===== config.mk =====
export PLATFORM = sky130hd
export DESIGN_NAME = vend_balance_ctrl_flat
export DESIGN_NICKNAME = d
export VERILOG_FILES = /design/src/rtl/vend_balance_if.sv /design/src/rtl/vend_balance_ctrl.sv /design/src/flat_wrapper.sv
export SDC_FILE = /design/constraint.sdc
export NUM_CORES = 1
export LEC_CHECK = 0
export BUFFER_PORTS_ARGS = -buffer_cell sky130_fd_sc_hd__buf_4
export CAP_MARGIN = 20
export CELL_PAD_IN_SITES_DETAIL_PLACEMENT = 1
export CELL_PAD_IN_SITES_GLOBAL_PLACEMENT = 1
export CORE_UTILIZATION = 40
export DETAILED_ROUTE_END_ITERATION = 8
export GPL_ROUTABILITY_DRIVEN = 0
export PLACE_DENSITY = 0.84
export RECOVER_POWER = 100
export SKIP_CTS_REPAIR_TIMING = 1
export SLEW_MARGIN = 20
export SYNTH_ARGS = -nofsm -noshare
export SYNTH_HDL_FRONTEND = slang
export SYNTH_SLANG_ARGS = --single-unit

===== constraint.sdc =====
create_clock -name clk -period 3.14 [get_ports clk]
set_input_delay 0.314 -clock clk [delete_from_list [all_inputs] [get_ports clk]]
set_output_delay 0.314 -clock clk [all_outputs]
set_load 0.05 [all_outputs]

===== src/rtl/vend_balance_if.sv =====
// Handshake and status bundle between the coin/selection front end and vend_balance_ctrl.
// valid/ready: a transfer happens on a rising edge where valid and ready are both high; ready never depends on the outputs it gates.
interface vend_balance_if #(
  parameter int WIDTH = 5
);
  logic             coin_valid;
  logic [WIDTH-1:0] coin_value;
  logic             coin_ready;
  logic             buy_valid;
  logic [WIDTH-1:0] buy_price;
  logic             buy_ready;
  logic             cancel;
  logic [WIDTH-1:0] credit;
  logic             vend;
  logic             deny;
  logic             coin_reject;
  logic             change_pulse;
  logic             busy;

  modport master (
    output coin_valid, coin_value, buy_valid, buy_price, cancel,
    input  coin_ready, buy_ready, credit, vend, deny, coin_reject, change_pulse, busy
  );

  modport slave (
    input  coin_valid, coin_value, buy_valid, buy_price, cancel,
    output coin_ready, buy_ready, credit, vend, deny, coin_reject, change_pulse, busy
  );
endinterface


===== src/rtl/vend_balance_ctrl.sv =====
// Credit/purchase controller: signed credit balance, coin deposits, purchases decided by negate-add-sign test.
// Define VEND_CHANGE_RETURN_EN to return all remaining credit automatically after every vend.
module vend_balance_ctrl #(
  parameter int WIDTH = 5
) (
  input  logic           clk,
  input  logic           rst_n,
  vend_balance_if.slave  bus,
  output logic [1:0]     state_dbg
);

  typedef enum logic [1:0] {
    IDLE   = 2'd0,
    CHECK  = 2'd1,
    CHANGE = 2'd2
  } state_t;

  localparam logic [WIDTH-1:0] ONE        = {{(WIDTH-1){1'b0}}, 1'b1};
  localparam logic [WIDTH:0]   MAX_CREDIT = {2'b00, {(WIDTH-1){1'b1}}};

  state_t           state_q, state_d;
  logic [WIDTH-1:0] credit_q, credit_d;
  logic [WIDTH-1:0] price_q, price_d;
  logic             vend_q, vend_d;
  logic             deny_q, deny_d;
  logic             reject_q, reject_d;

  logic [WIDTH:0]   coin_sum;
  logic [WIDTH-1:0] neg;
  logic [WIDTH-1:0] diff;
  logic             is_negative;

  // Credit is never negative, so a one-bit-wider unsigned sum detects overflow past the signed maximum.
  assign coin_sum    = {1'b0, credit_q} + {1'b0, bus.coin_value};
  assign neg         = (~price_q) + ONE;
  assign diff        = credit_q + neg;
  assign is_negative = diff[WIDTH-1] | price_q[WIDTH-1];

  always_ff @(posedge clk or negedge rst_n) begin
    if (!rst_n) begin
      state_q  <= IDLE;
      credit_q <= '0;
      price_q  <= '0;
      vend_q   <= 1'b0;
      deny_q   <= 1'b0;
      reject_q <= 1'b0;
    end else begin
      state_q  <= state_d;
      credit_q <= credit_d;
      price_q  <= price_d;
      vend_q   <= vend_d;
      deny_q   <= deny_d;
      reject_q <= reject_d;
    end
  end

  always_comb begin
    state_d  = state_q;
    credit_d = credit_q;
    price_d  = price_q;
    vend_d   = 1'b0;
    deny_d   = 1'b0;
    reject_d = 1'b0;
    case (state_q)
      IDLE: begin
        if (bus.cancel) begin
          state_d = CHANGE;
        end else if (bus.coin_valid) begin
          if (coin_sum <= MAX_CREDIT) begin
            credit_d = coin_sum[WIDTH-1:0];
          end else begin
            reject_d = 1'b1;
          end
        end else if (bus.buy_valid) begin
          price_d = bus.buy_price;
          state_d = CHECK;
        end
      end
      CHECK: begin
        if (!is_negative) begin
          credit_d = diff;
          vend_d   = 1'b1;
`ifdef VEND_CHANGE_RETURN_EN
          state_d  = CHANGE;
`else
          state_d  = IDLE;
`endif
        end else begin
          deny_d  = 1'b1;
          state_d = IDLE;
        end
      end
      CHANGE: begin
        // One unit leaves per cycle; the cycle that sees zero is the silent exit cycle.
        if (credit_q != '0) begin
          credit_d = credit_q - ONE;
        end else begin
          state_d = IDLE;
        end
      end
      default: state_d = IDLE;
    endcase
  end

  assign bus.coin_ready   = (state_q == IDLE);
  assign bus.buy_ready    = (state_q == IDLE) && !bus.coin_valid && !bus.cancel;
  assign bus.busy         = (state_q != IDLE);
  assign bus.change_pulse = (state_q == CHANGE) && (credit_q != '0);
  assign bus.credit       = credit_q;
  assign bus.vend         = vend_q;
  assign bus.deny         = deny_q;
  assign bus.coin_reject  = reject_q;
  assign state_dbg        = state_q;

endmodule


===== src/flat_wrapper.sv =====
// flat-port wrapper written by rule: the top's interface ports become plain ports
module vend_balance_ctrl_flat 
#(
  parameter int WIDTH = 5
)
  (clk, rst_n, state_dbg, bus_coin_valid, bus_coin_value, bus_buy_valid, bus_buy_price, bus_cancel, bus_coin_ready, bus_buy_ready, bus_credit, bus_vend, bus_deny, bus_coin_reject, bus_change_pulse, bus_busy);
  vend_balance_if #(.WIDTH(WIDTH)) bus_i ();
  input  logic clk;
  input  logic rst_n;
  output logic [1:0] state_dbg;
  input wire logic [$bits(bus_i.coin_valid)-1:0] bus_coin_valid;
  input wire logic [$bits(bus_i.coin_value)-1:0] bus_coin_value;
  input wire logic [$bits(bus_i.buy_valid)-1:0] bus_buy_valid;
  input wire logic [$bits(bus_i.buy_price)-1:0] bus_buy_price;
  input wire logic [$bits(bus_i.cancel)-1:0] bus_cancel;
  output wire logic [$bits(bus_i.coin_ready)-1:0] bus_coin_ready;
  output wire logic [$bits(bus_i.buy_ready)-1:0] bus_buy_ready;
  output wire logic [$bits(bus_i.credit)-1:0] bus_credit;
  output wire logic [$bits(bus_i.vend)-1:0] bus_vend;
  output wire logic [$bits(bus_i.deny)-1:0] bus_deny;
  output wire logic [$bits(bus_i.coin_reject)-1:0] bus_coin_reject;
  output wire logic [$bits(bus_i.change_pulse)-1:0] bus_change_pulse;
  output wire logic [$bits(bus_i.busy)-1:0] bus_busy;
  assign bus_i.coin_valid = bus_coin_valid;
  assign bus_i.coin_value = bus_coin_value;
  assign bus_i.buy_valid = bus_buy_valid;
  assign bus_i.buy_price = bus_buy_price;
  assign bus_i.cancel = bus_cancel;
  assign bus_coin_ready = bus_i.coin_ready;
  assign bus_buy_ready = bus_i.buy_ready;
  assign bus_credit = bus_i.credit;
  assign bus_vend = bus_i.vend;
  assign bus_deny = bus_i.deny;
  assign bus_coin_reject = bus_i.coin_reject;
  assign bus_change_pulse = bus_i.change_pulse;
  assign bus_busy = bus_i.busy;
  vend_balance_ctrl #(.WIDTH(WIDTH)) u_core (.clk(clk), .rst_n(rst_n), .bus(bus_i), .state_dbg(state_dbg));
endmodule

Word level (Yosys, flattened, before mapping) --
Index checks and enable logic that the tools add are counted.
Word-level totals: flip-flop bits (word level) 15, input bits 15, logic and storage cells 56, output and inout bits 14
Cells by class: equality and inequality tests 10, order comparisons 1, bitwise logic cells 4, add/subtract/negate cells 4, multiplexer cells 19, reduce and logical (&&, ||, !) cells 12
Operator list (number):
- 5-bit two-way mux | 5
- 5-bit one-hot mux with 3 select lines | 1
- 1-bit two-way mux | 8
- 2-bit two-way mux | 4
- 2-bit != test (second input constant) | 4
- 5-bit by 5-bit adder with 6-bit output | 1
- 6-bit by 4-bit less-or-equal comparator with 1-bit output (second input constant) | 1
- 3-bit != test (second input constant) | 2
- 6-bit AND reduction | 1
- 5-bit by 1-bit adder with 5-bit output (second input constant) | 1
- 5-bit adder | 1
- 5-bit inverter | 1
- 5-bit nonzero test | 1
- 5-bit by 1-bit subtractor with 5-bit output (second input constant) | 1
- 2-bit by 1-bit != test with 1-bit output (second input constant) | 2
- 2-bit one-hot mux with 2 select lines | 1
- 4-bit AND reduction | 1
- 1-bit logical AND | 3
- 3-bit AND reduction | 1
- 3-bit nonzero test | 1
- 2-bit by 1-bit equality test with 1-bit output (second input constant) | 1
- 2-bit equality test (second input constant) | 1
- 1-bit logical NOT | 2
- 2-bit logical NOT | 1
- 3 further kinds | 4

Depth between registers and ports, before layout --
depth in word-level cells 6, depth in mapped cells 9, gate-level depth less buffers 9

Worst setup path after synthesis --
No wires, ideal clock.
kind flip-flop to flip-flop, from register u_core.credit_q[0], in the netlist u_core.bus.credit[0], to register u_core.credit_q[2], in the netlist u_core.bus.credit[2], data required time 3015 ps, period minus slack after synthesis 2943 ps, library setup time 125 ps, data arrival time 2818 ps, buffers on the path 0, stages on the path, launching flop included 10, setup slack 197 ps, cell sequence dfrtp_1 > inv_1 > ha_1 > fa_1 > nand2b_1 > a21oi_2 > xor2_1 > or2b_2 > a21oi_4 > mux2_2
On the way: cells in the longest elaborated chain, start to end 5, elaborated cells on any way between the ends 16, those cells by class add/sub: 3; order compare: 1; eq/ne: 3; mux: 6; bitwise: 1; reduce/logical: 2
Ends and longest elaborated chain:
- start: declaration | RTL line vend_balance_ctrl.sv:22 | logic [WIDTH-1:0] credit_q, credit_d;
- start signal: assignment | RTL line vend_balance_ctrl.sv:49 | credit_q <= credit_d;
- parallel branches: the longest is 5 deep, another holds 5-bit by 5-bit adder with 6-bit output
Parallel ways; which one is timed is not known. The select of a mux whose other input is x is not followed. A chain may end at the register's enable or synchronous reset.

Final worst setup path --
from register u_core.credit_q[0], in the netlist u_core.bus.credit[0], to register u_core.credit_q[4], in the netlist u_core.bus.credit[4]
The elaborated chain is that of the path after synthesis.

==> impl_metrics.yaml <==
sta:
  fin_crit_sh_pct: 90.47
  final.setup.tns_ns: 0
  finalMaxSlewViolations: 0
  rsz0062_at_grt: "no"
  relSlewSlack_pct: 41.75
  finalSetupViolCount: 0
  hold_slack_ns: 0.2032
  skew_ns: 0.004744
  fmaxAchievable_mhz: 352.0
  finalHoldViolations: 0
  period_needed_ns: 2.841
  tightestPinTransition_ns: 0.8738
outcome:
  status: "complete, but fails checks"
  violations: "design-rule violations"
yosys:
  ys_types: 33
  synth_top_family_by_area: "adder cells"
  synthSimpleGateAreaFrac_pct: 16.16
  yosysTopAreaCell: "dfrtp_1"
  synthXorXnorAreaFrac_pct: 7.299
  synthAdderAreaFrac_pct: 18.98
  synth_edf_count: 0
  synthMuxAreaShare_pct: 6.361
  synth_cells: 125
  yosys-top-cells-count: "inv_1 (16), dfrtp_1 (15), ha_1 (15)"
  ys_warn_count: 0
  yosys.cell_count.top_type: "inv_1"
  yosys-top-cells-area: "dfrtp_1 (31%), ha_1 (16%), inv_1 (5.0%)"
  synth-compound-area-share_pct: 14.91
  synth-seq-cells: 15
  synth_area_per_cell_um2: 9.599
  synth_top_cell_area_share_pct: 31.28
  async_flop_share_pct: 100.0
  synth_top_flop_cell: "dfrtp_1"
  netlist_area_um2: 1200
  syn_nets: 157
  ys_seq_area_share_pct: 31.28
floorplanning:
  core_area_um2: 2805
  rows: 19
  start_util_pct: 42.77
  die_h_um: 56.77
  dieWidth_um: 56.77
  top_level_ports: 29
  die_area_um2: 3223
route:
  wl_um: 2988
  drc: 4
  wl_per_cell_um: 15.73
  vias_per_cell: 5.374
  ant_nets: 0
  dr.pass1.iters: 6
  vias: 1021
  dr.first_iter.drc_count: 32
setup_path:
  path_max_fanout: 5
  cp-start-kind: "register"
  crit_arrival_ns: 3.04
  required_ns: 3.33
  endpoint_kind: "register"
  crit_type: "register to register"
  r2r_cells: 9
final_layout:
  diodes: 0
  final_nets: 192
  area_growth_syn_to_layout_pct: 18.67
  drive_gt1_share_pct: 17.61
clock_network:
  h-tree-depth: 1
  cts_buffers: 3
  clkTransAtPathRegs_ns: 0.11
  ctsRootBufferMaster: "clkbuf_4"
  clock_sinks: 15
  cts_tree: "built"
  cts_buffer_depth: 2
  clk-insertion-delay-late_ns: 0.30
placed_design:
  hpwl_um: 2423
  port_buffers: 28
global_route:
  grt_pass1_vias: 1121
  grtUsageMet3_pct: 2.304
  grtUsageMet2_pct: 38.10
  grt_pass1_wl_um: 5154
  antenna_found_initial: 0
  use_met1_pct: 26.19
  track_usage_pct: 21.36
  overflow: 0
  grt-busiest-layer: "met2"
  grt_max_degree: 16
min_path:
  whs_path_depth: 3
  hold_path.class: "input port to register"
flow_run:
  cap_violations: 0
==> per-stage QoR <==
| stage | util (%) | cells | instance area, um2 | setup slack (ns) |
|---|---|---|---|---|
| 6_report | 50.76 | 190 | 1424 | 0.2992 |
| 3_5_place_dp | 51.92 | 185 | 1456 | 0.3824 |
| 2_1_floorplan | - | 125 | 1200 | 0.1974 |
| 4_1_cts | 52.90 | 189 | 1484 | 0.3530 |
| 3_3_place_gp | 51.92 | 185 | 1456 | 0.5020 |
| 5_1_grt | 50.76 | 190 | 1424 | 0.1405 |
==> metal layers <==
metal,up-vias,share of wire (%)
met4,0,2.0
met2,25,51
met5,-,0
met3,5,3.5
met1,494,44
li1,497,-
==> final timing paths <==
check                                          start              endpoint  slack [ns]
worst max-delay path            u_core.bus.credit[0]  u_core.bus.credit[4]        0.30
worst min-delay path                bus_buy_price[2]     u_core.price_q[2]        0.20
worst max register to register  u_core.bus.credit[0]  u_core.bus.credit[4]        0.30
worst min register to register     u_core.price_q[0]     u_core.price_q[0]        0.55
max in group asynchronous                      rst_n  u_core.bus.credit[3]        1.98
min in group asynchronous                      rst_n  u_core.bus.credit[0]        0.62
==> layout by cell type (no fill, tap or decap), types with 2 or more instances in the layout <==
cell | Yosys | layout
nor2_1 | 7 | 7
buf_4 | 0 | 13
nand2_1 | 9 | 9
fa_1 | 2 | 2
xnor2_1 | 4 | 4
clkbuf_1 | 0 | 16
clkbuf_4 | 0 | 3
o221ai_1 | 2 | 2
nor4b_1 | 2 | 2
inv_1 | 16 | 16
nand2b_1 | 6 | 6
a21oi_1 | 5 | 6
mux2i_1 | 2 | 2
ha_1 | 15 | 15
nor3_1 | 2 | 2
xor2_1 | 6 | 6
dfrtp_1 | 15 | 15
mux2_2 | 5 | 5
o21ai_0 | 8 | 8
==> critical path, stage by stage, from the launching register on <==
cell and delay, ns:
dfrtp_1 0.42, inv_1 0.11, ha_1 0.24, fa_1 0.38
nand2b_1 0.18, a21oi_1 0.24, xor2_1 0.17, or2b_2 0.35
a21oi_4 0.26, mux2_2 0.37
==> registers in the layout, indices dropped and copies added (netlist names) <==
signal	cells
u_core.bus.coin_reject	1
u_core.bus.deny	1
u_core.bus.vend	1
u_core.price_q	5
u_core.bus.credit	5
u_core.state_dbg	2
==> cell families after synthesis <==
kind of cell | count (synthesis)
multiplexers | 7
AO/OA/AOI/OAI | 25
AND/OR/NAND/NOR | 35
flip-flops | 15
adder cells (fa/ha/maj) | 17
buffers and inverters | 16
XOR/XNOR | 10
==> layout make-up <==
cell class	count	area, um2
Tap cell	31	38.79
Multi-Input combinational cell	94	754.5
Inverter	16	60.06
Sequential cell	15	375.4
Timing Repair Buffer	30	167.7
Fill cell	360	1381
Clock buffer	3	22.52
Clock inverter	1	5.005
Power is not shown: default switching activity piles up to over one toggle a cycle in this logic, so the estimate is an artifact.
